--- src/rtl/npu_feed_ctrl_if.sv ---
// ---------------------------------------------------------------------------
// npu_feed_ctrl_if
//  Window stream between the line-buffer/window generator and npu_feed_ctrl.
//  One window of MAC_IN_NUM bytes moves when win_valid & win_ready are both
//  high at a rising clock edge.
//  Signals:
//    win_data   MAC_IN_NUM*DATA_WIDTH  input window
//    win_valid  1                      window valid (from the generator)
//    win_ready  1                      window accepted (from npu_feed_ctrl)
//  Modports: master = window generator, slave = npu_feed_ctrl.
// ---------------------------------------------------------------------------
interface npu_feed_ctrl_if #(
    parameter int MAC_IN_NUM = 9,
    parameter int DATA_WIDTH = 8
);
    logic [MAC_IN_NUM*DATA_WIDTH-1:0] win_data;
    logic                             win_valid;
    logic                             win_ready;

    modport master (output win_data, output win_valid, input win_ready);
    modport slave  (input win_data, input win_valid, output win_ready);
endinterface

--- src/rtl/npu_feed_ctrl.sv ---
// ---------------------------------------------------------------------------
// npu_feed_ctrl
//  Issue side of the NPUCore MAC interface. Accepts input windows, forwards
//  them (registered) to the core, raises adder_rst when the first window of a
//  group reaches the accumulator, and captures the core's clipped output once
//  the last window of a group has passed through the post-processing stages.
//  Ports:
//    clk, rstn                clock, async active-low reset
//    cfg_start                start pulse, sampled only in IDLE
//    cfg_acc_num[7:0]         windows per output group (0 behaves as 1)
//    cfg_grp_num[15:0]        output groups per run
//    weight_ready_in          weights/bias/scale stable at the core
//    win_if (slave)           window stream: win_data / win_valid / win_ready
//    MAC_data_out             window to core MAC_data_in (zero when idle)
//    MAC_data_valid_out       to core MAC_data_valid_in
//    MAC_accumulate_num_out   latched accumulate count
//    adder_rst_out            to core adder_rst, all bits identical
//    core_result_in           core clipped output vector
//    result_data_out          captured group result, held until next strobe
//    result_valid_out         one-cycle strobe per group
//    busy                     high whenever not IDLE
//    done                     one-cycle pulse at end of run
// ---------------------------------------------------------------------------
module npu_feed_ctrl #(
    parameter int MAC_IN_NUM  = 9,
    parameter int MAC_OUT_NUM = 18,
    parameter int DATA_WIDTH  = 8,
    parameter int ARRAY_LAT   = 12,
    parameter int POST_LAT    = 3
) (
    input  logic                              clk,
    input  logic                              rstn,
    input  logic                              cfg_start,
    input  logic [7:0]                        cfg_acc_num,
    input  logic [15:0]                       cfg_grp_num,
    input  logic                              weight_ready_in,
    npu_feed_ctrl_if.slave                    win_if,
    output logic [MAC_IN_NUM*DATA_WIDTH-1:0]  MAC_data_out,
    output logic                              MAC_data_valid_out,
    output logic [7:0]                        MAC_accumulate_num_out,
    output logic [MAC_OUT_NUM-1:0]            adder_rst_out,
    input  logic [MAC_OUT_NUM*DATA_WIDTH-1:0] core_result_in,
    output logic [MAC_OUT_NUM*DATA_WIDTH-1:0] result_data_out,
    output logic                              result_valid_out,
    output logic                              busy,
    output logic                              done
);

    // The last marker is sampled at the accept edge, walks through the array
    // and post stages, and one extra stage lines its exit up with the cycle
    // in which core_result_in holds that group's clipped vector.
    localparam int LAST_D = ARRAY_LAT + 2 + POST_LAT;

    typedef enum logic [2:0] {
        S_IDLE,
        S_WAIT_W,
        S_RUN,
        S_DRAIN,
        S_DONE
    } state_t;

    state_t               r_state;
    state_t               w_next;
    logic [7:0]           r_acc_num;
    logic [7:0]           r_acc_cnt;
    logic [15:0]          r_grp_num;
    logic [15:0]          r_grp_cnt;
    logic [ARRAY_LAT-1:0] r_first_sr;
    logic [LAST_D-1:0]    r_last_sr;

    logic                 w_win_ready;
    logic                 w_accept;
    logic                 w_first;
    logic                 w_last;
    logic                 w_last_grp;

    assign win_if.win_ready = w_win_ready;
    assign w_accept   = win_if.win_valid & w_win_ready;
    assign w_first    = (r_acc_cnt == 8'd0);
    assign w_last     = (r_acc_cnt == r_acc_num - 8'd1);
    assign w_last_grp = (r_grp_cnt == r_grp_num - 16'd1);
    assign MAC_accumulate_num_out = r_acc_num;

    // FSM state register
    always_ff @(posedge clk or negedge rstn) begin
        if (!rstn) r_state <= S_IDLE;
        else       r_state <= w_next;
    end

    // FSM next state
    always_comb begin
        w_next = r_state;
        case (r_state)
            S_IDLE:   if (cfg_start) w_next = (cfg_grp_num == 16'd0) ? S_DONE : S_WAIT_W;
            S_WAIT_W: if (weight_ready_in) w_next = S_RUN;
            S_RUN:    if (w_accept && w_last && w_last_grp) w_next = S_DRAIN;
            // Earlier groups may still strobe while later markers are in flight,
            // so leave only once the marker line is empty.
            S_DRAIN:  if (result_valid_out && (r_last_sr == '0)) w_next = S_DONE;
            S_DONE:   w_next = S_IDLE;
            default:  w_next = S_IDLE;
        endcase
    end

    // FSM outputs
    always_comb begin
        busy        = (r_state != S_IDLE);
        done        = (r_state == S_DONE);
        w_win_ready = (r_state == S_RUN) && weight_ready_in;
    end

    // Config latch and group counters
    always_ff @(posedge clk or negedge rstn) begin
        if (!rstn) begin
            r_acc_num <= 8'd0;
            r_grp_num <= 16'd0;
            r_acc_cnt <= 8'd0;
            r_grp_cnt <= 16'd0;
        end else if (r_state == S_IDLE) begin
            if (cfg_start) begin
                r_acc_num <= (cfg_acc_num == 8'd0) ? 8'd1 : cfg_acc_num;
                r_grp_num <= cfg_grp_num;
                r_acc_cnt <= 8'd0;
                r_grp_cnt <= 16'd0;
            end
        end else if (w_accept) begin
            if (w_last) begin
                r_acc_cnt <= 8'd0;
                r_grp_cnt <= r_grp_cnt + 16'd1;
            end else begin
                r_acc_cnt <= r_acc_cnt + 8'd1;
            end
        end
    end

    // Issue stage and marker delay lines. Non-accept cycles issue all-zero
    // data so the core accumulates zero products through any bubble.
    always_ff @(posedge clk or negedge rstn) begin
        if (!rstn) begin
            MAC_data_out       <= '0;
            MAC_data_valid_out <= 1'b0;
            r_first_sr         <= '0;
            r_last_sr          <= '0;
            adder_rst_out      <= '0;
            result_valid_out   <= 1'b0;
            result_data_out    <= '0;
        end else begin
            MAC_data_out       <= w_accept ? win_if.win_data : '0;
            MAC_data_valid_out <= w_accept;
            r_first_sr         <= {r_first_sr[ARRAY_LAT-2:0], w_accept & w_first};
            r_last_sr          <= {r_last_sr[LAST_D-2:0], w_accept & w_last};
            adder_rst_out      <= {MAC_OUT_NUM{r_first_sr[ARRAY_LAT-1]}};
            result_valid_out   <= r_last_sr[LAST_D-1];
            if (r_last_sr[LAST_D-1]) result_data_out <= core_result_in;
        end
    end

endmodule

--- src/flat_wrapper.sv ---
// flat-port wrapper written by rule: the top's interface ports become plain ports
module npu_feed_ctrl_flat 
#(
    parameter int MAC_IN_NUM  = 9,
    parameter int MAC_OUT_NUM = 18,
    parameter int DATA_WIDTH  = 8,
    parameter int ARRAY_LAT   = 12,
    parameter int POST_LAT    = 3
)
  (clk, rstn, cfg_start, cfg_acc_num, cfg_grp_num, weight_ready_in, MAC_data_out, MAC_data_valid_out, MAC_accumulate_num_out, adder_rst_out, core_result_in, result_data_out, result_valid_out, busy, done, win_if_win_data, win_if_win_valid, win_if_win_ready);
  npu_feed_ctrl_if #(.MAC_IN_NUM(MAC_IN_NUM), .DATA_WIDTH(DATA_WIDTH)) win_if_i ();
  input  logic clk;
  input  logic rstn;
  input  logic cfg_start;
  input  logic [7:0] cfg_acc_num;
  input  logic [15:0] cfg_grp_num;
  input  logic weight_ready_in;
  output logic [MAC_IN_NUM*DATA_WIDTH-1:0] MAC_data_out;
  output logic MAC_data_valid_out;
  output logic [7:0] MAC_accumulate_num_out;
  output logic [MAC_OUT_NUM-1:0] adder_rst_out;
  input  logic [MAC_OUT_NUM*DATA_WIDTH-1:0] core_result_in;
  output logic [MAC_OUT_NUM*DATA_WIDTH-1:0] result_data_out;
  output logic result_valid_out;
  output logic busy;
  output logic done;
  input wire logic [$bits(win_if_i.win_data)-1:0] win_if_win_data;
  input wire logic [$bits(win_if_i.win_valid)-1:0] win_if_win_valid;
  output wire logic [$bits(win_if_i.win_ready)-1:0] win_if_win_ready;
  assign win_if_i.win_data = win_if_win_data;
  assign win_if_i.win_valid = win_if_win_valid;
  assign win_if_win_ready = win_if_i.win_ready;
  npu_feed_ctrl #(.MAC_IN_NUM(MAC_IN_NUM), .MAC_OUT_NUM(MAC_OUT_NUM), .DATA_WIDTH(DATA_WIDTH), .ARRAY_LAT(ARRAY_LAT), .POST_LAT(POST_LAT)) u_core (.clk(clk), .rstn(rstn), .cfg_start(cfg_start), .cfg_acc_num(cfg_acc_num), .cfg_grp_num(cfg_grp_num), .weight_ready_in(weight_ready_in), .win_if(win_if_i), .MAC_data_out(MAC_data_out), .MAC_data_valid_out(MAC_data_valid_out), .MAC_accumulate_num_out(MAC_accumulate_num_out), .adder_rst_out(adder_rst_out), .core_result_in(core_result_in), .result_data_out(result_data_out), .result_valid_out(result_valid_out), .busy(busy), .done(done));
endmodule
--- config.mk ---
export PLATFORM = sky130hd
export DESIGN_NAME = npu_feed_ctrl_flat
export DESIGN_NICKNAME = d
export VERILOG_FILES = /design/src/rtl/npu_feed_ctrl_if.sv /design/src/rtl/npu_feed_ctrl.sv /design/src/flat_wrapper.sv
export SDC_FILE = /design/constraint.sdc
export NUM_CORES = 1
export LEC_CHECK = 0
export ABC_CLOCK_PERIOD_IN_PS = 6800
export CAP_MARGIN = 20
export CORE_AREA = 5 5 186 188
export CTS_CLUSTER_DIAMETER = 50
export DETAILED_ROUTE_END_ITERATION = 6
export DIE_AREA = 0 0 191 193
export GPL_ROUTABILITY_DRIVEN = 0
export PLACE_DENSITY_LB_ADDON = 0.12
export SYNTH_ARGS = -nofsm -noshare
export SYNTH_HDL_FRONTEND = slang
export SYNTH_SLANG_ARGS = --single-unit
--- constraint.sdc ---
create_clock -name clk -period 6.8 [get_ports clk]
set_clock_uncertainty 0.2 [all_clocks]
set_input_delay 1.36 -clock clk [delete_from_list [all_inputs] [get_ports clk]]
set_output_delay 1.36 -clock clk [all_outputs]
set_load 0.05 [all_outputs]
==> flow_summary.toml, run 1 <==
[yosys]
avgSynthCellArea_um2 = 13.4
synth.distinct_cells = 46
syn_nets = 1124
yosysWarnings = 0
synth_area_um2 = 11700
synth_edf_count = 0
synthFlopType = "dfrtp_1"
postSynthCellCount = 874
async_flop_share_pct = 100
seq_area_frac_synth_pct = 63.8
ys_ff_latch = 299

[sta]
hold_viol_final = 0
rsz0062_at_grt = "false"
period_needed_ps = 4460
setup-tns-final_ps = 0
setup_violations = 0
worst_slew_pin_slew_ps = 1010
maxSlewViolCount = 0
slew_headroom_pct = 32.8
finalCritPeriodShare_pct = 65.6
fmax_mhz = 224

[global_routing]
grt_usage_pct = 18.9
grt_max_degree = 128
overflow = 0
grt_pass1_wl_um = 53900
grt_pass1_vias = 8567
antenna_found_initial = 6

[hold_path]
min_to = "u_core.r_first_sr[9]$_DFF_PN0_"
worst_hold_path_type = "reg2reg"
hold_start = "u_core.r_first_sr[8]$_DFF_PN0_"
worstHoldPathCells = 0

[job]
cap_viol_max_count = 0

[route]
vias = 8662
avgRoutedWirePerCell_um = 20.3
drc_errors = 0
drtAntennaViolNets = 0
drt-initial-drc-count = 410
vias_per_cell = 4.75
wl_um = 37000
firstDrtPassIters = 4

[cts]
ctsResizeCount = 0
htreeDepth = 2
clk_pin_slew_ps = 50
tritoncts = "yes"
cts_hold_buf = 0
clock_sinks = 299
cts_inserted_buffers = 38
clk_latency_ps = 500
cts_root_buf = "clkbuf_16"
cts_post_setup_buffers_inserted = 0
cts.path.max_buffers = 3

[finish]
multi_input_area_um2 = 3880
fill_cells = 2829
drive_gt1_share_pct = 17.4
area.growth.synth_to_final_pct = 55.3
mostFrequentLayoutCell = "clkdlybuf4s50_1"
final_core_util_pct = 55.3
final_cell_mix = "clkdlybuf4s50_1, dfrtp_1, mux2_2, and3_1, clkbuf_16"
final-seq-area_um2 = 7490
num-nets-final = 1600
final_cells = 1824

[die]
ios = 492
row_count = 67
design.die.area_um2 = 36900
core_um2 = 32900
fp.dieH_um = 193
initial_core_util_pct = 35.6
fp.dieW_um = 191

[worst_setup_path]
ff2ff_path_depth = 9
cp-start-kind = "input pin"
crit_arrival_ps = 2900
cp.required_ps = 5240
rrSetupSlack_ps = 3390
timing.rr.end = "u_core.r_grp_cnt[8]$_DFFE_PN0P_"
worstReg2RegStart = "u_core.r_state[0]$_DFFE_PN0P_"
end_kind = "output pin"
crit_type = "in2out"
critical_path.max_fanout = 3

[status]
status = "completed"

[pwr]
p_total_mw = 6.54
p_leak_nw = 8.32
power_density_nw_per_um2 = 359
peakVddDrop_mv = 0.180

[placed_design]
port_buffers = 491
place_hpwl_um = 27900
dpl.cell_count = 1758
==> where the power goes <==
| part | total, mW | internal [mW] | switching (mW) |
|---|---|---|---|
| Sequential | 2.26 | 2.09 | 0.170 |
| Combinational | 2.34 | 0.862 | 1.48 |
| Clock | 1.93 | 1.19 | 0.743 |
| Total | 6.54 | 4.14 | 2.39 |
==> stage by stage <==
step	setup slack (ps)	area [µm²]	hold slack (ps)
finish	2340	18200	146
CTS	2320	18200	145
global route	2300	18200	153
global placement	2330	17000	131
detailed placement	2300	17000	135
floorplan	2910	11700	131
==> per-layer routing <==
| layer | part of all wire, % | track usage (%) |
|---|---|---|
| met3 | 8.0 | 6.10 |
| met5 | 0.078 | 0 |
| met4 | 1.9 | 5.64 |
| met2 | 52 | 32.9 |
| met1 | 38 | 22.7 |
==> synthesized netlist by cell type (2+ instances only) <==
cell / n / area (µm²)
o22ai_1: 2 / 12.5
and3_1: 81 / 507
a31oi_1: 7 / 43.8
or3_1: 10 / 62.6
buf_2: 2 / 10.0
xnor2_1: 14 / 123
inv_1: 20 / 75.1
clkbuf_1: 44 / 165
xor2_1: 11 / 96.3
nand4_1: 3 / 18.8
o211ai_1: 7 / 52.6
and2_1: 2 / 12.5
mux2i_1: 3 / 30.0
nand4b_1: 2 / 17.5
or4_1: 11 / 82.6
dfrtp_1: 299 / 7480
nand3b_1: 3 / 22.5
ha_1: 5 / 62.6
or2_2: 3 / 18.8
o21ai_0: 31 / 155
nand2_1: 30 / 113
nor3_1: 9 / 45.0
a21oi_1: 20 / 100
nor2b_1: 2 / 12.5
nor2_1: 13 / 48.8
nand2b_1: 4 / 25.0
o31ai_1: 8 / 60.1
nand3_1: 21 / 105
nor4b_1: 2 / 17.5
nor4_1: 13 / 81.3
buf_4: 17 / 128
mux2_2: 161 / 1810
==> worst max-delay path, stage by stage <==
cell             delay [ps]
clkdlybuf4s50_1         490
and3_2                  230
clkdlybuf4s50_1         820
==> area by class of cell <==
| class | instances | area share (%) |
|---|---|---|
| Sequential cell | 299 | 41.1 |
| Multi-Input combinational cell | 492 | 21.3 |
| Inverter | 20 | 0.412 |
| Clock inverter | 15 | 0.790 |
| Antenna cell | 3 | 0.0412 |
| Tap cell | 448 | 3.08 |
| Timing Repair Buffer | 499 | 27.4 |
| Clock buffer | 48 | 5.89 |
==> registers in the layout, summed over array words and instances (netlist names) <==
signal	count
u_core.r_grp_cnt	16
u_core.result_data_out	144
u_core.MAC_accumulate_num_out	8
u_core.r_last_sr	17
u_core.result_valid_out	1
u_core.r_grp_num	16
u_core.MAC_data_out	72
u_core.r_acc_cnt	8
u_core.r_first_sr	12
u_core.r_state	3
u_core.MAC_data_valid_out	1
u_core.adder_rst_out	1
==> worst max path at each step <==
| stage | from | endpoint | slack [ps] | depth (start not counted) |
|---|---|---|---|---|
| global route | weight_ready_in | win_if_win_ready | 2300 | 3 |
| CTS | weight_ready_in | win_if_win_ready | 2320 | 3 |
| floorplan | weight_ready_in | win_if_win_ready | 2910 | 3 |
| detailed placement | weight_ready_in | u_core.r_grp_cnt[8]$_DFFE_PN0P_ | 2300 | 9 |
| global placement | weight_ready_in | win_if_win_ready | 2330 | 3 |
| finish | weight_ready_in | win_if_win_ready | 2340 | 3 |
==> cell families after synthesis <==
logic type	synth area share, %
multiplexers	15.7
flip-flops	63.8
XOR/XNOR	1.87
adder cells (fa/ha/maj)	0.618
AO/OA/AOI/OAI	4.32
AND/OR/NAND/NOR	10.5
buffers and inverters	3.22
No activity file was read; power rests on OpenSTA's default activity.
==> run 2: changes to the inputs <==
ABC_CLOCK_PERIOD_IN_PS = 4650   (was 6800)
CORE_AREA = 5 5 187 189   (was 5 5 186 188)
DIE_AREA = 0 0 192 194   (was 0 0 191 193)
clock period = 4.65 ns   (was 6.8 ns; I/O delays follow)
==> flow_summary.toml, run 2 (same netlist as run 1, synthesis figures left out) <==
[route]
firstDrtPassIters = 4
wl_um = 37800
drc_errors = 0
drtAntennaViolNets = 0
vias = 8793
drt-initial-drc-count = 396
avgRoutedWirePerCell_um = 20.6
vias_per_cell = 4.80

[finish]
largest_reg_flops = 144
num-nets-final = 1602
area.growth.synth_to_final_pct = 56.7
mostFrequentLayoutCell = "clkdlybuf4s50_1"
final_core_util_pct = 55.5
drive_gt1_share_pct = 17.9
multi_input_area_um2 = 3880
final-seq-area_um2 = 7490
regMostFlops = "u_core.result_data_out"
final_cell_mix = "clkdlybuf4s50_1, dfrtp_1, mux2_2, and3_1, clkbuf_16"
reg_top3 = "u_core.result_data_out (144), u_core.MAC_data_out (72), u_core.r_last_sr (17)"
fill_cells = 2842
stdcell_area_um2 = 18400

[worst_setup_path]
crit_chain = "clkdlybuf4s50_1 -> and3_2 -> buf_4 -> buf_4"
crit_arrival_ps = 2510
critical_path.max_fanout = 73
end_kind = "output pin"
crit_type = "in2out"
cp-start-kind = "input pin"
cp.required_ps = 3520
critPathBufInv = 3
max_stage_delay_ps = 520
critPathTopFamily = "buffers and inverters"
crit_top_cell = "buf_4"
slowest_stage = "clkdlybuf4s50_1"

[pwr]
p_leak_nw = 8.40
power_density_nw_per_um2 = 536
peakVddDrop_mv = 0.255
p_total_mw = 9.86

[sta]
fmax_mhz = 275
finalCritPeriodShare_pct = 78.3
rsz0062_at_grt = "false"
hold_ws_ps = 140
setup-tns-final_ps = 0
slew_headroom_pct = 27.6
setup_violations = 0
period_needed_ps = 3640
maxSlewViolCount = 0
worst_slew_pin_slew_ps = 1090
hold_viol_final = 0

[cts]
clk_pin_slew_ps = 60
clk_latency_ps = 510
tritoncts = "yes"
cts_hold_buf = 0
ctsResizeCount = 0
cts_post_setup_buffers_inserted = 0
cts.path.max_buffers = 3
htreeDepth = 2
cts_inserted_buffers = 38
clock_sinks = 299
cts_root_buf = "clkbuf_16"

[die]
initial_core_util_pct = 35.4
core_um2 = 33100
fp.dieH_um = 194
design.die.area_um2 = 37200
row_count = 67
ios = 492
fp.dieW_um = 192

[job]
cap_viol_max_count = 0

[global_routing]
grt_usage_pct = 19.4
grt_max_degree = 83
busiest_layer = "met2"
grtUsageMet2_pct = 34.4
grt_pass1_wl_um = 55600
antenna_found_initial = 9
overflow = 0
met1_usage_pct = 22.9
gr-usage-met3_pct = 5.33
grt_pass1_vias = 8653

[hold_path]
worst_hold_path_type = "reg2reg"

[placed_design]
place_hpwl_um = 28400
port_buffers = 491
postPlaceCellArea_um2 = 17000

[status]
status = "completed"
==> run 2: cell types whose count changed in the layout (fill, tap and decap cells not counted) <==
cell             delta
clkbuf_1            +2
bufinv_16           +3
clkdlybuf4s50_1     -2
inv_8               +1
buf_12              +1
diode_2             -1
clkinv_2            -5
buf_2               +1
inv_6               +1
clkbuf_8            +4
buf_4               +2
==> run 2: cell type report <==
cell class              count  area share (%)
multi-input cells         492            21.1
flip-flops and latches    299            40.7
repair buffers            501            27.3
clock inverters            15            1.25
inverters                  20           0.408
diodes                      2          0.0272
well taps                 448            3.05
clock buffers              54            6.17
==> run 2: per-stage QoR <==
stage               setup slack, ps  instances
detailed placement              832       1760
global placement                909       1760
CTS                            1010       1829
floorplan                      1620        874
global route                    918       1830
finish                         1010       1831
==> run 2: final timing paths <==
| check | from | endpoint | slack (ps) | depth (start not counted) |
|---|---|---|---|---|
| setup / recovery | weight_ready_in | win_if_win_ready | 1010 | 4 |
| hold / removal | u_core.r_first_sr[8]$_DFF_PN0_ | u_core.r_first_sr[9]$_DFF_PN0_ | 140 | 0 |
| setup reg to reg | u_core.MAC_accumulate_num_out[3]$_DFFE_PN0P_ | u_core.r_grp_cnt[5]$_DFFE_PN0P_ | 1400 | 7 |
| hold reg to reg | u_core.r_first_sr[8]$_DFF_PN0_ | u_core.r_first_sr[9]$_DFF_PN0_ | 140 | 0 |
| max in group asynchronous | rstn | u_core.result_data_out[5]$_DFFE_PN0P_ | 3120 | 2 |
| min in group asynchronous | rstn | u_core.MAC_data_out[63]$_DFF_PN0_ | 210 | 1 |
==> run 2: report_power, final <==
part	switching, mW	leakage, nW	internal, mW
Combinational	2.17	3.70	1.26
Clock	1.13	0.659	1.99
Sequential	0.245	4.04	3.06
Total	3.55	8.40	6.31
==> run 2: metal layers <==
layer  wire length (µm)  vias up
li1                   -     4067
met1              14400     4327
met2              19400      308
met3               2880       77
met4               1020       14
met5                 96        -
==> run 3: changes to the inputs <==
ABC_CLOCK_PERIOD_IN_PS = 3200   (was 4650)
CORE_AREA = not set   (was 5 5 187 189)
CORE_ASPECT_RATIO = 0.75   (was not set)
CORE_MARGIN = 5   (was not set)
CORE_UTILIZATION = 39   (was not set)
DIE_AREA = not set   (was 0 0 192 194)
clock period = 3.2 ns   (was 4.65 ns; I/O delays follow)
==> flow_summary.toml, run 3 (same netlist as run 1, synthesis figures left out) <==
[pwr]
p_total_mw = 14.0
peakVddDrop_mv = 0.384
p_leak_nw = 8.39
power_density_nw_per_um2 = 765

[finish]
final_cell_mix = "clkdlybuf4s50_1, dfrtp_1, mux2_2, and3_1, clkbuf_16"
stdcell_area_um2 = 18300
mostFrequentLayoutCell = "clkdlybuf4s50_1"
num-nets-final = 1605
area.growth.synth_to_final_pct = 55.5
regMostFlops = "u_core.result_data_out"
reg_top3 = "u_core.result_data_out (144), u_core.MAC_data_out (72), u_core.r_last_sr (17)"
largest_reg_flops = 144
drive_gt1_share_pct = 17.7

[die]
ios = 492
fp.dieH_um = 160
initial_core_util_pct = 39.2
design.die.area_um2 = 33700
row_count = 55
core_um2 = 29900
fp.dieW_um = 210

[global_routing]
grt_max_degree = 78
gr-usage-met3_pct = 5.95
grt_pass1_wl_um = 56300
busiest_layer = "met2"
grt_usage_pct = 21.6
overflow = 0
antenna_found_initial = 5
grt_pass1_vias = 8653
grtUsageMet2_pct = 35.0
met1_usage_pct = 28.6

[job]
cap_viol_max_count = 0

[placed_design]
postPlaceCellArea_um2 = 17000
place_hpwl_um = 28300
port_buffers = 491
dp_slack_ps = 243

[sta]
maxSlewViolCount = 0
finalCritPeriodShare_pct = 94.5
rsz0062_at_grt = "false"
slew_headroom_pct = 32.9
fin_ws_ps = 177
setup_violations = 0
setup-tns-final_ps = 0
hold_ws_ps = 144
period_needed_ps = 3020
worst_slew_pin_slew_ps = 1010
hold_viol_final = 0
fmax_mhz = 331

[route]
firstDrtPassIters = 6
drt-initial-drc-count = 411
wl_um = 37700
drtAntennaViolNets = 0
vias_per_cell = 4.91
vias = 8746
drc_errors = 0
avgRoutedWirePerCell_um = 21.2

[hold_path]
worstHoldPathCells = 0
min_to = "u_core.r_first_sr[8]$_DFF_PN0_"
hold_start = "u_core.r_first_sr[7]$_DFF_PN0_"
worst_hold_path_type = "reg2reg"

[cts]
cts_post_setup_buffers_inserted = 0
ctsResizeCount = 0
cts_root_buf = "clkbuf_16"
cts.path.max_buffers = 3
clk_pin_slew_ps = 60
clk_latency_ps = 510
clock_sinks = 299
cts_inserted_buffers = 35
htreeDepth = 2
tritoncts = "yes"

[worst_setup_path]
ff2ff_path_depth = 9
rrSetupSlack_ps = 240
cp-start-kind = "flop"
timing.rr.end = "u_core.r_grp_cnt[11]$_DFFE_PN0P_"
end_kind = "output pin"
critical_path.max_fanout = 9
cp.required_ps = 2360
crit_type = "reg2out"
worstReg2RegStart = "u_core.MAC_accumulate_num_out[0]$_DFFE_PN0P_"
crit_arrival_ps = 2180

[status]
status = "completed"
[run 3: cell count changes in the layout (fill, tap and decap cells not counted)]
cell,previous run,this run
buf_4,9,11
bufinv_16,5,4
clkbuf_16,41,37
buf_12,2,5
clkdlybuf4s50_1,488,489
dlygate4sd3_1,0,1
buf_2,1,0
inv_6,2,1
clkinv_4,2,0
clkinv_2,2,6
clkinvlp_4,3,0
clkbuf_1,7,6
[run 3: worst max-delay path by stage]
stage | startpoint | endpoint | depth (start not counted) | slack (ps)
6_report | u_core.r_state[0]$_DFFE_PN0P_ | done | 2 | 180
2_1_floorplan | u_core.MAC_accumulate_num_out[3]$_DFFE_PN0P_ | u_core.r_grp_cnt[4]$_DFFE_PN0P_ | 7 | 230
4_1_cts | u_core.adder_rst_out[0]$_DFF_PN0_ | adder_rst_out[4] | 1 | 130
3_3_place_gp | weight_ready_in | u_core.r_grp_cnt[11]$_DFFE_PN0P_ | 8 | 310
3_5_place_dp | u_core.MAC_accumulate_num_out[0]$_DFFE_PN0P_ | u_core.r_grp_cnt[11]$_DFFE_PN0P_ | 9 | 240
5_1_grt | u_core.adder_rst_out[0]$_DFF_PN0_ | adder_rst_out[4] | 1 | 60
[run 3: critical path: stages (launching register included)]
cell             delay (ps)
dfrtp_1                 490
nor3b_1                 300
clkdlybuf4s50_1         870
[run 3: final cells by class]
type                    instances  area (µm²)
clock buffers                  49        1030
fillers                      2434       11700
diodes                          2        5.00
inverters                      20        75.1
well taps                     399         499
multi-input cells             492        3880
clock inverters                12         170
repair buffers                507        5100
flip-flops and latches        299        7490
[run 3: per-layer routing]
metal	vias to the layer above	wire, µm
li1	4080	-
met4	6	1020
met3	69	2580
met5	-	33
met2	280	18200
met1	4311	15900
[run 3: report_power, final]
group,internal [mW],leakage [nW],switching (mW)
registers,4.45,4.04,0.359
logic,1.84,3.74,3.16
clock network,2.58,0.597,1.58
[run 3: repair_timing]
item | 4_1_cts | 5_1_grt
hold buffers | 1 | 0
setup endpoints to repair | 0 | 0
endpoints found under the hold margin | 71 | 0
[run 3: stage by stage]
step | std cells | util [%]
floorplan | 874 | -
global placement | 1716 | 56.9
detailed placement | 1716 | 56.9
CTS | 1778 | 60.9
global route | 1780 | 61.0
finish | 1780 | 61.0
